## config.mk

```make
export PLATFORM = sky130hd
export DESIGN_NAME = register_bank_sequencer
export DESIGN_NICKNAME = d
export VERILOG_FILES = /design/src/rtl/register_bank_sequencer_pkg.sv /design/src/rtl/register_bank_sequencer.sv
export SDC_FILE = /design/constraint.sdc
export NUM_CORES = 1
export LEC_CHECK = 0
export ABC_AREA = 1
export CAP_MARGIN = 25
export CELL_PAD_IN_SITES_DETAIL_PLACEMENT = 1
export CELL_PAD_IN_SITES_GLOBAL_PLACEMENT = 2
export CORE_ASPECT_RATIO = 0.5
export CORE_MARGIN = 3
export CORE_UTILIZATION = 25
export CTS_CLUSTER_DIAMETER = 50
export DETAILED_ROUTE_END_ITERATION = 12
export PLACE_DENSITY_LB_ADDON = 0.1
export RECOVER_POWER = 100
export SETUP_SLACK_MARGIN = 0.05
export SYNTH_ARGS = -nofsm -noshare
export SYNTH_HDL_FRONTEND = slang
export SYNTH_SLANG_ARGS = --single-unit
```

## constraint.sdc

```tcl
create_clock -name clk -period 1.3 [get_ports clk]
set_input_delay 0.39 -clock clk [delete_from_list [all_inputs] [get_ports clk]]
set_output_delay 0.39 -clock clk [all_outputs]
set_load 0.05 [all_outputs]
```

## src/rtl/register_bank_sequencer_pkg.sv

```systemverilog
// Shared definitions for the register bank sequencer.
// Holds the operation codes, the FSM state encoding, the default data and
// selector widths, and small helpers that decode a raw op field and pick
// the first state of an accepted operation.
package register_bank_sequencer_pkg;

  localparam int RBS_DATA_W = 8;
  localparam int RBS_SEL_W  = 3;

  typedef enum logic [1:0] {
    OP_NOP  = 2'b00,
    OP_LDI  = 2'b01,
    OP_MOV  = 2'b10,
    OP_SWAP = 2'b11
  } op_e;

  typedef enum logic [2:0] {
    ST_IDLE = 3'd0,
    ST_RD_A = 3'd1,
    ST_RD_B = 3'd2,
    ST_WR_A = 3'd3,
    ST_WR_B = 3'd4,
    ST_DONE = 3'd5
  } state_e;

  // Anything that is not a clean known code (including X/Z bits) falls
  // through to NOP so a garbage op never touches the bank.
  function automatic op_e decode_op(input logic [1:0] raw);
    op_e res;
    case (raw)
      2'b01:   res = OP_LDI;
      2'b10:   res = OP_MOV;
      2'b11:   res = OP_SWAP;
      default: res = OP_NOP;
    endcase
    return res;
  endfunction

  // NOP skips straight to the completion pulse, LDI needs no read phase,
  // MOV and SWAP both begin by reading a register onto the bus.
  function automatic state_e first_state(input op_e op);
    state_e res;
    case (op)
      OP_LDI:  res = ST_WR_A;
      OP_MOV:  res = ST_RD_A;
      OP_SWAP: res = ST_RD_A;
      default: res = ST_DONE;
    endcase
    return res;
  endfunction

endpackage

```

## src/rtl/register_bank_sequencer.sv

```systemverilog
// register_bank_sequencer
// Sole master of the 8x8 register bank. Accepts one register-transfer op
// (NOP, LDI, MOV, SWAP) per start pulse in IDLE, sequences the bank's read
// and write strobes over several cycles and pulses done once at the end.
//
// Ports
//   clk, rst           clock and synchronous active-high reset
//   start              request, only looked at in IDLE
//   op, dst, src, imm  operation and operands, latched on the accept edge
//   busy               high while an op is in progress (not in DONE)
//   done               one-cycle completion pulse
//   rb_read_en         bank read strobe (bank drives bus from ry)
//   rb_write_en        bank write strobe (bank writes in_data to rx)
//   rb_rx_selector     bank write target
//   rb_ry_selector     bank read source
//   rb_in_data         bank write data
//   rb_bus_data        bank bus output, valid while rb_read_en is high
//
// Every output comes from a flop. The output flops are loaded from the
// value the FSM is about to enter, so each strobe is already stable for
// the whole cycle of the state it belongs to.
module register_bank_sequencer #(
  parameter int DATA_W = register_bank_sequencer_pkg::RBS_DATA_W,
  parameter int SEL_W  = register_bank_sequencer_pkg::RBS_SEL_W
) (
  input  logic              clk,
  input  logic              rst,
  input  logic              start,
  input  logic [1:0]        op,
  input  logic [SEL_W-1:0]  dst,
  input  logic [SEL_W-1:0]  src,
  input  logic [DATA_W-1:0] imm,
  output logic              busy,
  output logic              done,
  output logic              rb_read_en,
  output logic              rb_write_en,
  output logic [SEL_W-1:0]  rb_rx_selector,
  output logic [SEL_W-1:0]  rb_ry_selector,
  output logic [DATA_W-1:0] rb_in_data,
  input  logic [DATA_W-1:0] rb_bus_data
);

  import register_bank_sequencer_pkg::*;

  state_e state, state_next;

  op_e               op_q;
  logic [SEL_W-1:0]  dst_q, src_q;
  logic [DATA_W-1:0] imm_q;
  logic [DATA_W-1:0] tmp_a;

  op_e               cur_op;
  logic [SEL_W-1:0]  cur_dst, cur_src;
  logic [DATA_W-1:0] cur_imm;

  logic              busy_next, done_next;
  logic              read_en_next, write_en_next;
  logic [SEL_W-1:0]  rx_next, ry_next;
  logic [DATA_W-1:0] in_data_next;

  // In IDLE the operands have not been latched yet, so the outputs for the
  // first state of a new op are built from the live inputs; afterwards the
  // latched copies are used and input changes no longer matter.
  always_comb begin
    cur_op  = op_q;
    cur_dst = dst_q;
    cur_src = src_q;
    cur_imm = imm_q;
    if (state == ST_IDLE) begin
      cur_op  = decode_op(op);
      cur_dst = dst;
      cur_src = src;
      cur_imm = imm;
    end
  end

  // Next-state logic. SWAP is the only op that uses the second read and the
  // second write; everything else funnels into DONE and then back to IDLE.
  // A start seen while in DONE is deliberately dropped.
  always_comb begin
    state_next = state;
    case (state)
      ST_IDLE: if (start) state_next = first_state(cur_op);
      ST_RD_A: state_next = (op_q == OP_SWAP) ? ST_RD_B : ST_WR_A;
      ST_RD_B: state_next = ST_WR_A;
      ST_WR_A: state_next = (op_q == OP_SWAP) ? ST_WR_B : ST_DONE;
      ST_WR_B: state_next = ST_DONE;
      ST_DONE: state_next = ST_IDLE;
      default: state_next = ST_IDLE;
    endcase
  end

  // Output values for the state being entered. WR_A is entered either from
  // IDLE (LDI, immediate) or straight after a read cycle (MOV from RD_A,
  // SWAP from RD_B); in the read case the value the bank is driving right
  // now is the value to write, so it goes straight into the write-data flop
  // instead of via an extra holding register. WR_B writes back the first
  // register read of a SWAP, kept in tmp_a.
  always_comb begin
    busy_next     = 1'b0;
    done_next     = 1'b0;
    read_en_next  = 1'b0;
    write_en_next = 1'b0;
    rx_next       = '0;
    ry_next       = '0;
    in_data_next  = '0;
    case (state_next)
      ST_RD_A: begin
        busy_next    = 1'b1;
        read_en_next = 1'b1;
        ry_next      = (cur_op == OP_SWAP) ? cur_dst : cur_src;
      end
      ST_RD_B: begin
        busy_next    = 1'b1;
        read_en_next = 1'b1;
        ry_next      = cur_src;
      end
      ST_WR_A: begin
        busy_next     = 1'b1;
        write_en_next = 1'b1;
        rx_next       = cur_dst;
        in_data_next  = (cur_op == OP_LDI) ? cur_imm : rb_bus_data;
      end
      ST_WR_B: begin
        busy_next     = 1'b1;
        write_en_next = 1'b1;
        rx_next       = cur_src;
        in_data_next  = tmp_a;
      end
      ST_DONE: begin
        done_next = 1'b1;
      end
      default: begin
        busy_next = 1'b0;
      end
    endcase
  end

  // State, operand latches, bus capture and output flops. A reset in the
  // middle of an op simply returns everything to idle values; any write
  // already performed by a partial SWAP stays in the bank.
  always_ff @(posedge clk) begin
    if (rst) begin
      state          <= ST_IDLE;
      op_q           <= OP_NOP;
      dst_q          <= '0;
      src_q          <= '0;
      imm_q          <= '0;
      tmp_a          <= '0;
      busy           <= 1'b0;
      done           <= 1'b0;
      rb_read_en     <= 1'b0;
      rb_write_en    <= 1'b0;
      rb_rx_selector <= '0;
      rb_ry_selector <= '0;
      rb_in_data     <= '0;
    end else begin
      state <= state_next;
      if (state == ST_IDLE && start) begin
        op_q  <= cur_op;
        dst_q <= dst;
        src_q <= src;
        imm_q <= imm;
      end
      if (state == ST_RD_A) begin
        tmp_a <= rb_bus_data;
      end
      busy           <= busy_next;
      done           <= done_next;
      rb_read_en     <= read_en_next;
      rb_write_en    <= write_en_next;
      rb_rx_selector <= rx_next;
      rb_ry_selector <= ry_next;
      rb_in_data     <= in_data_next;
    end
  end

endmodule
```

### Word level (Yosys, flattened, before mapping)

Cells that the tools add are included.

| storage, ports and cells | value |
|---|---|
| word-level logic and storage cells | 54 |
| output and inout bits | 18 |
| bits of input ports | 27 |
| bits in registers | 45 |

| cells by class | value |
|---|---|
| reductions and logical operators | 6 |
| equal/unequal tests | 16 |
| muxes and demuxes | 19 |

Operators by type and width:

| cell | number |
|---|---|
| 3-bit case mux with 2 select lines | 3 |
| 8-bit 2-to-1 mux | 2 |
| 8-bit case mux with 2 select lines | 1 |
| 3-bit case mux with 5 select lines | 1 |
| 3-bit by 2-bit equality test with 1-bit output (second input constant) | 4 |
| 3-bit 2-to-1 mux | 4 |
| 2-bit equality test (second input constant) | 5 |
| 3-bit equality test (second input constant) | 3 |
| 3-bit by 1-bit equality test with 1-bit output (second input constant) | 2 |
| 1-bit 2-to-1 mux | 6 |
| 2-bit case mux with 3 select lines | 1 |
| 2-bit OR reduction | 3 |
| 2-bit by 1-bit equality test with 1-bit output (second input constant) | 2 |
| 4-bit OR reduction | 1 |
| 3-bit logical NOT | 1 |
| 2-bit 2-to-1 mux | 1 |
| 1-bit logical AND | 1 |

### Longest topological paths before layout

| logic depth | value |
|---|---|
| depth in word-level cells | 11 |
| mapped depth | 11 |

### Worst setup path after synthesis

OpenSTA, ideal clock, no wires.

| timing | value |
|---|---|
| path kind | reg-to-reg |
| from | register state[1] |
| to | register rb_rx_selector[0] |
| path slack | -0.077 ns |
| buffers on the path | 1 |
| clock period less this slack | 1.377 ns |
| stages on the path, launching flop included | 11 |
| data arrival time | 1.307 ns |
| cells stage by stage | dfxtp_1 -> nor2_4 -> nand2_2 -> nand2_1 -> nand2_2 -> nand2_1 -> nand2_2 -> nor2_4 -> buf_6 -> nand3b_1 -> a21oi_1 |

| between the ends | value |
|---|---|
| cells in the longest elaborated chain, start to end | 9 |
| elaborated cells on any way between the ends | 18 |
| classes of those cells | 9 x eq/ne; 7 x mux; 2 x reduce/logical |

Ends and longest elaborated chain:

| element | line | source |
|---|---|---|
| start: declaration | register_bank_sequencer.sv:45 | `state_e state, state_next;` |
| start signal: assignment | register_bank_sequencer.sv:158 | `state <= state_next;` |
| 3-bit logical NOT | register_bank_sequencer.sv:69, register_bank_sequencer.sv:82 |  |
| 2-bit 2-to-1 mux | register_bank_sequencer.sv:69 | `if (state == ST_IDLE) begin` |
| 2-bit equality test | register_bank_sequencer_pkg.sv:43 | `case (op)` |
| 2-bit OR reduction (no line) | -- |  |
| 3-bit case mux with 2 select lines | register_bank_sequencer_pkg.sv:43 |  |
| 3-bit 2-to-1 mux | register_bank_sequencer.sv:83 | `ST_IDLE: if (start) state_next = first_state(cur_op);` |
| 3-bit case mux with 5 select lines | register_bank_sequencer.sv:82 | `case (state)` |
| 3-bit equality test or 3-bit by 2-bit equality test with 1-bit output (tied branches) | register_bank_sequencer.sv:107 | `case (state_next)` |
| 3-bit case mux with 2 select lines * | register_bank_sequencer.sv:107 |  |
| end signal: assignment | register_bank_sequencer.sv:172 | `rb_rx_selector <= rx_next;` |
| end: declaration | register_bank_sequencer.sv:37 | `output logic [SEL_W-1:0] rb_rx_selector,` |

Mark *: on every way between the ends. The rest lies on a longest branch, timed or not.
A chain may end at the register's enable or synchronous reset.

### Worst setup path in the final report

| timing | value |
|---|---|
| from | register state[0] |
| to | register rb_in_data[3] |

| between the ends | value |
|---|---|
| cells in the longest elaborated chain, start to end | 9 |
| elaborated cells on any way between the ends | 18 |
| classes of those cells | 9 x eq/ne; 7 x mux; 2 x reduce/logical |

Ends and longest elaborated chain:

| element | line | source |
|---|---|---|
| 3-bit logical NOT | register_bank_sequencer.sv:69, register_bank_sequencer.sv:82 |  |
| 2-bit 2-to-1 mux | register_bank_sequencer.sv:69 |  |
| 2-bit equality test | register_bank_sequencer_pkg.sv:43 |  |
| 2-bit OR reduction (no line) | -- |  |
| 3-bit case mux with 2 select lines | register_bank_sequencer_pkg.sv:43 |  |
| 3-bit 2-to-1 mux | register_bank_sequencer.sv:83 |  |
| 3-bit case mux with 5 select lines | register_bank_sequencer.sv:82 |  |
| 3-bit equality test or 3-bit by 2-bit equality test with 1-bit output (tied branches) | register_bank_sequencer.sv:107 |  |
| 8-bit case mux with 2 select lines * | register_bank_sequencer.sv:107 |  |
| end signal: assignment | register_bank_sequencer.sv:174 | `rb_in_data <= in_data_next;` |
| end: declaration | register_bank_sequencer.sv:39 | `output logic [DATA_W-1:0] rb_in_data,` |

Marked as above.

==> impl_metrics.env <==
export IMPL_outcome="finished, violations left"
export IMPL_failed_checks="setup timing"
export IMPL_grt_usage_pct=17.6
export IMPL_wl_um=8200
export IMPL_nets=401
export IMPL_ys_warn_count=0
export IMPL_fin_worst_skew_ps=16.1
export IMPL_ys_ff_latch=45
export IMPL_final_setup_worst_slack_ps=-280
export IMPL_design_area_um2=3810
export IMPL_finalMaxSlewViolations=0
export IMPL_relSlewSlack_pct=62.3
export IMPL_cts_tree="done"
export IMPL_fin_setup_tns_ps=-5720
export IMPL_placementRows=22
export IMPL_dr_total_vias=2298
export IMPL_cts_buffer_depth=2
export IMPL_hold_viol_final=0
export IMPL_diodes=0
export IMPL_coreArea_um2=7710
export IMPL_die_w_um=135
export IMPL_fin_crit_sh_pct=122
export IMPL_end_kind="flip-flop"
export IMPL_vdd_drop_max_uv=981
export IMPL_die_y_um=70.7
export IMPL_die_area_um2=9580
export IMPL_overflow=0
export IMPL_io_pins=45
export IMPL_drtPass1Iterations=4
export IMPL_wl_per_cell_um=17.0
export IMPL_clock_sinks=45
export IMPL_initial_core_util_pct=27.2
export IMPL_drt_iter0_markers=80
export IMPL_crit_fanout=6
export IMPL_worstPathRequired_ps=1530
export IMPL_drv_cap=0
export IMPL_power_density_nw_per_um2=3110
export IMPL_arrival_ps=1810
export IMPL_drc_errors=0
export IMPL_antenna_found_initial=0
export IMPL_place_gp_congestion=0.863
export IMPL_final_cell_mix="nand2_1 (56), dfxtp_1 (41)"
export IMPL_place_inst=465
export IMPL_grt_max_degree=21
export IMPL_syn_num_nets=322
export IMPL_hold_ws_ps=467
export IMPL_netlist_instances=295
export IMPL_vias_per_cell=4.76
export IMPL_setup_viol=36
export IMPL_final_common_cell="nand2_1"
export IMPL_clkTransAtPathRegs_ps=80
export IMPL_rsz0062_at_grt="true"
export IMPL_yosys_top_cells_area="dfxtp_1 (43%), nand2_1 (13%), nand3_1 (11%)"
export IMPL_yosysTopAreaCell="dfxtp_1"
export IMPL_dpl_hpwl_um=5630
export IMPL_fin_util_pct=49.5
export IMPL_async_flop_share_pct=0
export IMPL_cts_hold_buf=0
export IMPL_area_growth_pct=82.1
export IMPL_synth_edff_count=0
export IMPL_cp_start_kind="flip-flop"
export IMPL_min_period_ps=1580
export IMPL_clk_latency_ps=300
export IMPL_grt_pass1_vias=2336
export IMPL_cts_max_level=2
export IMPL_synth_top_area_share_pct=43.0
export IMPL_yosysSeqAreaShare_pct=43.0
export IMPL_cts_buffers=5
export IMPL_drive_above_1_share_pct=44.8
export IMPL_yosysUniqueCellTypes=20
export IMPL_drtAntennaViolNets=0
export IMPL_final_cells=483
export IMPL_finalPower_mw=11.9
export IMPL_root_buffer="clkbuf_16"
export IMPL_crit_type="flip-flop to flip-flop"
export IMPL_preCtsSetupSlack_ps=-614
export IMPL_worstMarginPinSlew_ps=565
export IMPL_holdCritPathClass="flip-flop to flip-flop"
export IMPL_max_freq_ghz=0.633
export IMPL_dpl_cell_area_um2=3030
export IMPL_netlist_area_um2=2090
export IMPL_fill_cells=908
export IMPL_syn_avg_cell_area_um2=7.10
export IMPL_grt_pass1_wl_um=13200
export IMPL_ys_flop_type="dfxtp_1"
export IMPL_portBuffers=44
export IMPL_p_leak_nw=1.56
## synth_stat cells, types with 2 or more instances
cell type and number:
nor2_1 25, buf_2 4, a211oi_1 3, clkbuf_1 5, dfxtp_1 45, nand3_1 47, a21oi_1 27, nor2_4 2
inv_1 20, nand2_1 75, nor3_1 2, buf_6 6, inv_2 2, o21ai_0 18, nand3b_1 3, nand4_1 3
nand2_2 5
## area by class of cell
| cell class | instances | area (µm²) | share of cell area [%] |
|---|---|---|---|
| Multi-Input combinational cell | 215 | 1480 | 38.7 |
| Timing Repair Buffer | 85 | 1060 | 27.7 |
| Sequential cell | 45 | 906 | 23.7 |
| Tap cell | 108 | 135 | 3.54 |
| Clock buffer | 5 | 125 | 3.28 |
| Inverter | 22 | 93.8 | 2.46 |
| Clock inverter | 3 | 21.3 | 0.558 |
## timing repair
action | 4_1_cts | 5_1_grt
resized for setup | 75 | 70
setup endpoints to repair | 45 | 40
pin swaps | 12 | 26
setup buffers | 3 | 2
cloned | 4 | 1
## cell families (layout without fill, tap and decap cells)
kind of cell | Yosys count | in the layout | synth area share [%]
and+or+nand+nor | 163 | 166 | 35.0
DFF | 45 | 45 | 43.0
AOI/OAI and AO/OA | 49 | 49 | 12.6
buffers and inverters | 38 | 115 | 9.38
## registers in the layout, summed over array words and instances (netlist names)
register / count
rb_in_data: 8
rb_ry_selector: 3
done: 1
op_q: 2
tmp_a: 8
dst_q: 3
rb_read_en: 1
busy: 1
imm_q: 8
state: 3
rb_rx_selector: 3
rb_write_en: 1
src_q: 3
## metal layers
layer  vias up  share of wire, %  GRT usage [%]
li1       1131                 -              -
met1      1118                50           25.4
met2        44                45           26.6
met3         5               5.1           4.76
met4         0              0.54           3.13
met5         -                 0              0
## worst paths after layout
path	from	to	slack, ps	cells after the start
worst max register to register	state[0]	rb_in_data[3]	-280	9
worst max-delay path	state[0]	rb_in_data[3]	-280	9
worst min-delay path	imm_q[2]	imm_q[2]	470	2
worst min register to register	imm_q[2]	imm_q[2]	470	2
## critical path, stage by stage, from the launching register on
cell	delay, ps
dfxtp_2	340
nor2_4	180
buf_6	160
nand3_2	90
nand2_4	140
buf_6	160
nand3_2	120
nand2_2	100
nand3_2	80
a21oi_2	150
## report_power, final
| part | switching [mW] | total (mW) | leakage, nW | internal (mW) |
|---|---|---|---|---|
| clock | 0.604 | 1.32 | 0.0702 | 0.717 |
| sequential | 0.360 | 2.24 | 0.370 | 1.88 |
| combinational | 4.83 | 8.30 | 1.12 | 3.47 |
| total | 5.79 | 11.9 | 1.56 | 6.08 |
Power figures use the tool's default switching activity.
==> RTL edit 1 (same flow settings) <==
`rb_in_data` no longer has a reset.
--- a/src/rtl/register_bank_sequencer.sv
+++ b/src/rtl/register_bank_sequencer.sv
@@ -153,7 +153,6 @@
       rb_write_en    <= 1'b0;
       rb_rx_selector <= '0;
       rb_ry_selector <= '0;
-      rb_in_data     <= '0;
     end else begin
       state <= state_next;
       if (state == ST_IDLE && start) begin
@@ -171,8 +170,11 @@
       rb_write_en    <= write_en_next;
       rb_rx_selector <= rx_next;
       rb_ry_selector <= ry_next;
-      rb_in_data     <= in_data_next;
     end
   end
 
+  always_ff @(posedge clk) begin
+    rb_in_data <= in_data_next;
+  end
+
 endmodule
Formal check against the unedited RTL: not equivalent (a bounded check fails within 4 cycles, from zero or initial values and one cycle with rst high).
==> RTL edit 1 against the original RTL <==
The run still ends with setup timing left; critical path depth grew 2; non-clock buffer count shrank 1; synthesized cell count shrank 5.8%; design area shrank 14%; area after synthesis shrank 1.8%; wire length shrank 13%; via count shrank 5.3%; sequential cell count is the same; worst setup slack lost 0.028 ns; maximum frequency shrank 1.7%; total power shrank 19%; largest cell class unchanged; largest power group unchanged.
==> RTL edit 1: results (changes against the original RTL) <==
outcome=finished with violations; failing checks=setup timing; most area-consuming cells after synthesis=dfxtp_1 (44%), nand2_1 (12%), a21oi_1 (6.8%); P_leak=1.36 nW (-13%); Worst-Skew Late Latency=0.29 ns; Worst Skew=0.00638 ns (-0.00968 ns); setup TNS=-5.08 ns (+0.635 ns); Critical Path AT=1.80 ns; multi-input logic area=0.00124 mm^2 (-16%); vias per cell=4.69 (-1.4%); Worst-Margin Slew=0.299 ns (-0.266 ns); net load switching power=4.54 mW (-22%); crit-path max FO=8 (+2); HP Start=dst_q[1]; antenna violations before repair=0 (unchanged); Mapped Nets=305 (-5.3%); placed instance area=0.00294 mm^2 (-3.0%); drt pass-1 iters=6 (+2); dpl hpwl=4680 um (-17%); Setup Viol. Count Final=31 (-14%); Seq/Total Area, Yosys=43.8% (+0.78 points); worst setup margin=-0.308 ns (-0.0281 ns); Worst-path clk slew=0.06 ns (-0.02 ns); Worst Setup SP=state[1]; reg-to-reg endpoint=rb_in_data[4]; Setup Slack @ Placement=-0.575 ns (+0.0391 ns); R2R depth=11 (+2); share of cells above drive strength 1=35.1% (-9.7 points); Post-Synthesis Cells=278 (-5.8%); Synth cell types=25 (+25%); Nets=382 (-4.7%); CTS Buf Count=5 (unchanged); first-pass GRT wire length=11300 um (-15%); vias in the first global route=2308 (-1.2%); All-Layer GR Usage=15.2% (-2.4 points); fillcell total=915 (+0.77%); Placed Cells=438 (-5.8%); top post-synthesis cells by count=nand2_1 (65), dfxtp_1 (45), a21oi_1 (28), nor2_1 (26), nand3_1 (24); GPL Wtd Cong=0.782 (-9.4%)
-- RTL edit 1: cell count changes in the layout (fill, tap and decap cells not counted), sizes merged, moves of 2 or more --
| cell | change |
|---|---|
| a211oi | +10 |
| buf | -7 |
| clkbuf | +8 |
| dlygate4sd2 | +2 |
| nand2 | -9 |
| nand3 | -24 |
| nand4 | +3 |
| nor2 | +2 |
| o21ai | -7 |
| o21bai | +3 |
-- RTL edit 1: cells by family after synthesis --
| logic type | Yosys count | synth area share (%) |
|---|---|---|
| buf+inv | 38 | 8.45 |
| simple gates | 138 | 31.7 |
| compound gates | 57 | 16.1 |
| flops | 45 | 43.8 |
-- RTL edit 1: timing repair --
item                                    in CTS  in global routing
cloned                                       0                  1
gates resized for setup                     33                 45
pin swaps                                    6                 27
endpoints found under the setup margin      44                 43
setup buffers                               10                  9
-- RTL edit 1: power by group through the flow --
stage / clock (mW) / sequential [mW] / combinational (mW)
final: 1.27 / 1.99 / 6.33
after global routing: 1.38 / 2.03 / 6.93
after CTS: 1.32 / 2.09 / 5.78
after detailed placement: 0 / 2.12 / 5.05
after global placement: 0 / 2.11 / 4.94
after floorplan: 0 / 2.60 / 2.64
-- RTL edit 1: worst min-delay path by stage --
stage / end / slack, ns / cells after the start
2_1_floorplan: dst_q[0] / 0.44 / 2
4_1_cts: tmp_a[2] / 0.47 / 2
3_5_place_dp: imm_q[3] / 0.46 / 2
3_3_place_gp: imm_q[0] / 0.45 / 2
6_report: dst_q[1] / 0.47 / 2
5_1_grt: rb_in_data[3] / 0.49 / 2
-- RTL edit 1: metal layers --
| metal | GRT usage [%] | vias up | wire [um] |
|---|---|---|---|
| met4 | 5.08 | 0 | 93 |
| li1 | - | 1082 | - |
| met1 | 18.3 | 1056 | 3300 |
| met3 | 3.96 | 8 | 232 |
| met5 | 0 | - | 0 |
| met2 | 26.3 | 30 | 3510 |
-- RTL edit 1: worst max-delay path, stage by stage (launching register included) --
cell	delay (ns)
dfxtp_2	0.36
nor2_4	0.06
buf_12	0.13
nand2_8	0.07
nand2_4	0.05
nand2_4	0.09
clkinvlp_4	0.19
nor2_8	0.26
buf_4	0.15
a21oi_2	0.04
nand2_1	0.06
nand2_1	0.04
-- RTL edit 1: final cells by class --
class	count	share of cell area, %
clock buffers	7	4.05
clock inverters	1	0.229
inverters	23	3.13
multi-input cells	196	37.8
flip-flops and latches	45	27.6
well taps	108	4.13
repair buffers	84	23.1
==> RTL edit 2 (same flow settings) <==
Made on the original files. Set the package constant `RBS_SEL_W` to 4 (it was 3).
--- a/src/rtl/register_bank_sequencer_pkg.sv
+++ b/src/rtl/register_bank_sequencer_pkg.sv
@@ -5,7 +5,7 @@
 package register_bank_sequencer_pkg;
 
   localparam int RBS_DATA_W = 8;
-  localparam int RBS_SEL_W  = 3;
+  localparam int RBS_SEL_W  = 4;
 
   typedef enum logic [1:0] {
     OP_NOP  = 2'b00,
Interface: changed (resized dst, rb_rx_selector, rb_ry_selector and src); port bits go from 45 to 49. No check against the original RTL was run, so the function may have changed too.
==> RTL edit 2 against the original RTL <==
The run still ends with setup timing left; sequential power grew 2%; sequential cell count grew 4; count of clock-buffer cells in the layout is the same; worst setup slack lost 0.018 ns; critical path depth is the same; area after synthesis grew 6.2%; first-iteration DRC count grew 3.8%; sequential share of layout area grew 3.2 points; largest cell class unchanged; total power shrank 4.1%; die area grew 5.8%; design area shrank 4.3%; non-clock buffer count grew 6; wire length grew 0.52%.
==> RTL edit 2: results (changes against the original RTL) <==
Setup Viol. Count Final=34 (-5.6%); Post-Synthesis Cells=318 (+7.8%); Avg WL per Cell=16.1 um (-5.4%); Nets=429 (+7.0%); outcome=finished with violations; top post-synthesis cells by count=nand2_1 (80), dfxtp_1 (49), nand3_1 (49), a21oi_1 (30), nor2_1 (26); Comb group=7.77 mW (-6.4%); net load switching power=5.51 mW (-4.8%); worst setup margin=-0.298 ns (-0.0181 ns); most area-consuming cells after synthesis=dfxtp_1 (44%), nand2_1 (13%), nand3_1 (11%); dpl hpwl=5910 um (+5.0%); Setup Slack @ Placement=-0.562 ns (+0.0525 ns); share of cells above drive strength 1=36.7% (-8.1 points); placed instance area=0.00329 mm^2 (+8.6%); P_leak=1.55 nW (-0.64%); Seq pwr share=20.1% (+1.2 points); GPL Wtd Cong=0.786 (-9.0%); largest net degree at the start of global routing=25 (+19%); GR Util met3=3.86% (-0.90 points); Mapped Nets=347 (+7.8%); Synth cell types=23 (+15%); Worst Skew=0.00571 ns (-0.0104 ns); crit-path max FO=14 (+8); Placed Cells=492 (+5.8%); Synth Area in Compound Gates=13.6% (+0.95 points); part of the power in combinational logic=68.3% (-1.7 points); fillcell total=984 (+8.4%); failing checks=setup timing; antenna fix cells=0 (unchanged); first-pass GRT wire length=13000 um (-1.3%); Worst VDD drop=1.18 mV (+20%); WL final=8240 um (+0.52%); Hold Slack=0.469 ns (+0.00190 ns)
-- RTL edit 2: cell count changes in the layout (fill, tap and decap cells not counted), sizes merged, moves of 3 or more --
cell and change:
clkbuf +8, a21oi +3, o21ai +3, buf -4, dfxtp +4
-- RTL edit 2: layer usage --
| layer | part of all wire, % | vias to the layer above |
|---|---|---|
| li1 | - | 1209 |
| met1 | 51 | 1146 |
| met2 | 45 | 38 |
| met3 | 3.4 | 7 |
| met4 | 0.67 | 0 |
| met5 | 0 | - |
-- RTL edit 2: critical path: stages, from the launching register on --
cell,delay (ns)
dfxtp_2,0.34
nor2_4,0.23
buf_4,0.16
buf_4,0.09
buf_4,0.12
o21bai_1,0.07
nand2_1,0.11
buf_12,0.15
nand3_1,0.07
a21oi_1,0.17
-- RTL edit 2: repair_timing --
item,4_1_cts,5_1_grt
pin swaps,4,13
resized for setup,29,82
buffers inserted,9,3
gates cloned,0,3
setup endpoints to repair,44,49
-- RTL edit 2: cell families after synthesis --
family	count (synthesis)
compound gates	57
buf+inv	41
flops	49
simple gates	171
-- RTL edit 2: area by class of cell --
class / instances / area, um^2 / share of cell area [%]
Multi-Input combinational cell: 228 / 1370 / 37.6
Clock buffer: 5 / 125 / 3.43
Tap cell: 112 / 140 / 3.84
Timing Repair inverter: 2 / 25.0 / 0.686
Inverter: 23 / 106 / 2.91
Timing Repair Buffer: 91 / 877 / 24.0
Clock inverter: 3 / 21.3 / 0.583
Sequential cell: 49 / 983 / 26.9
-- RTL edit 2: worst paths after layout --
kind                            startpoint            end
worst max-delay path              state[0]  rb_in_data[7]
worst min-delay path              dst_q[2]       dst_q[2]
worst max register to register    state[0]  rb_in_data[7]
worst min register to register    dst_q[2]       dst_q[2]
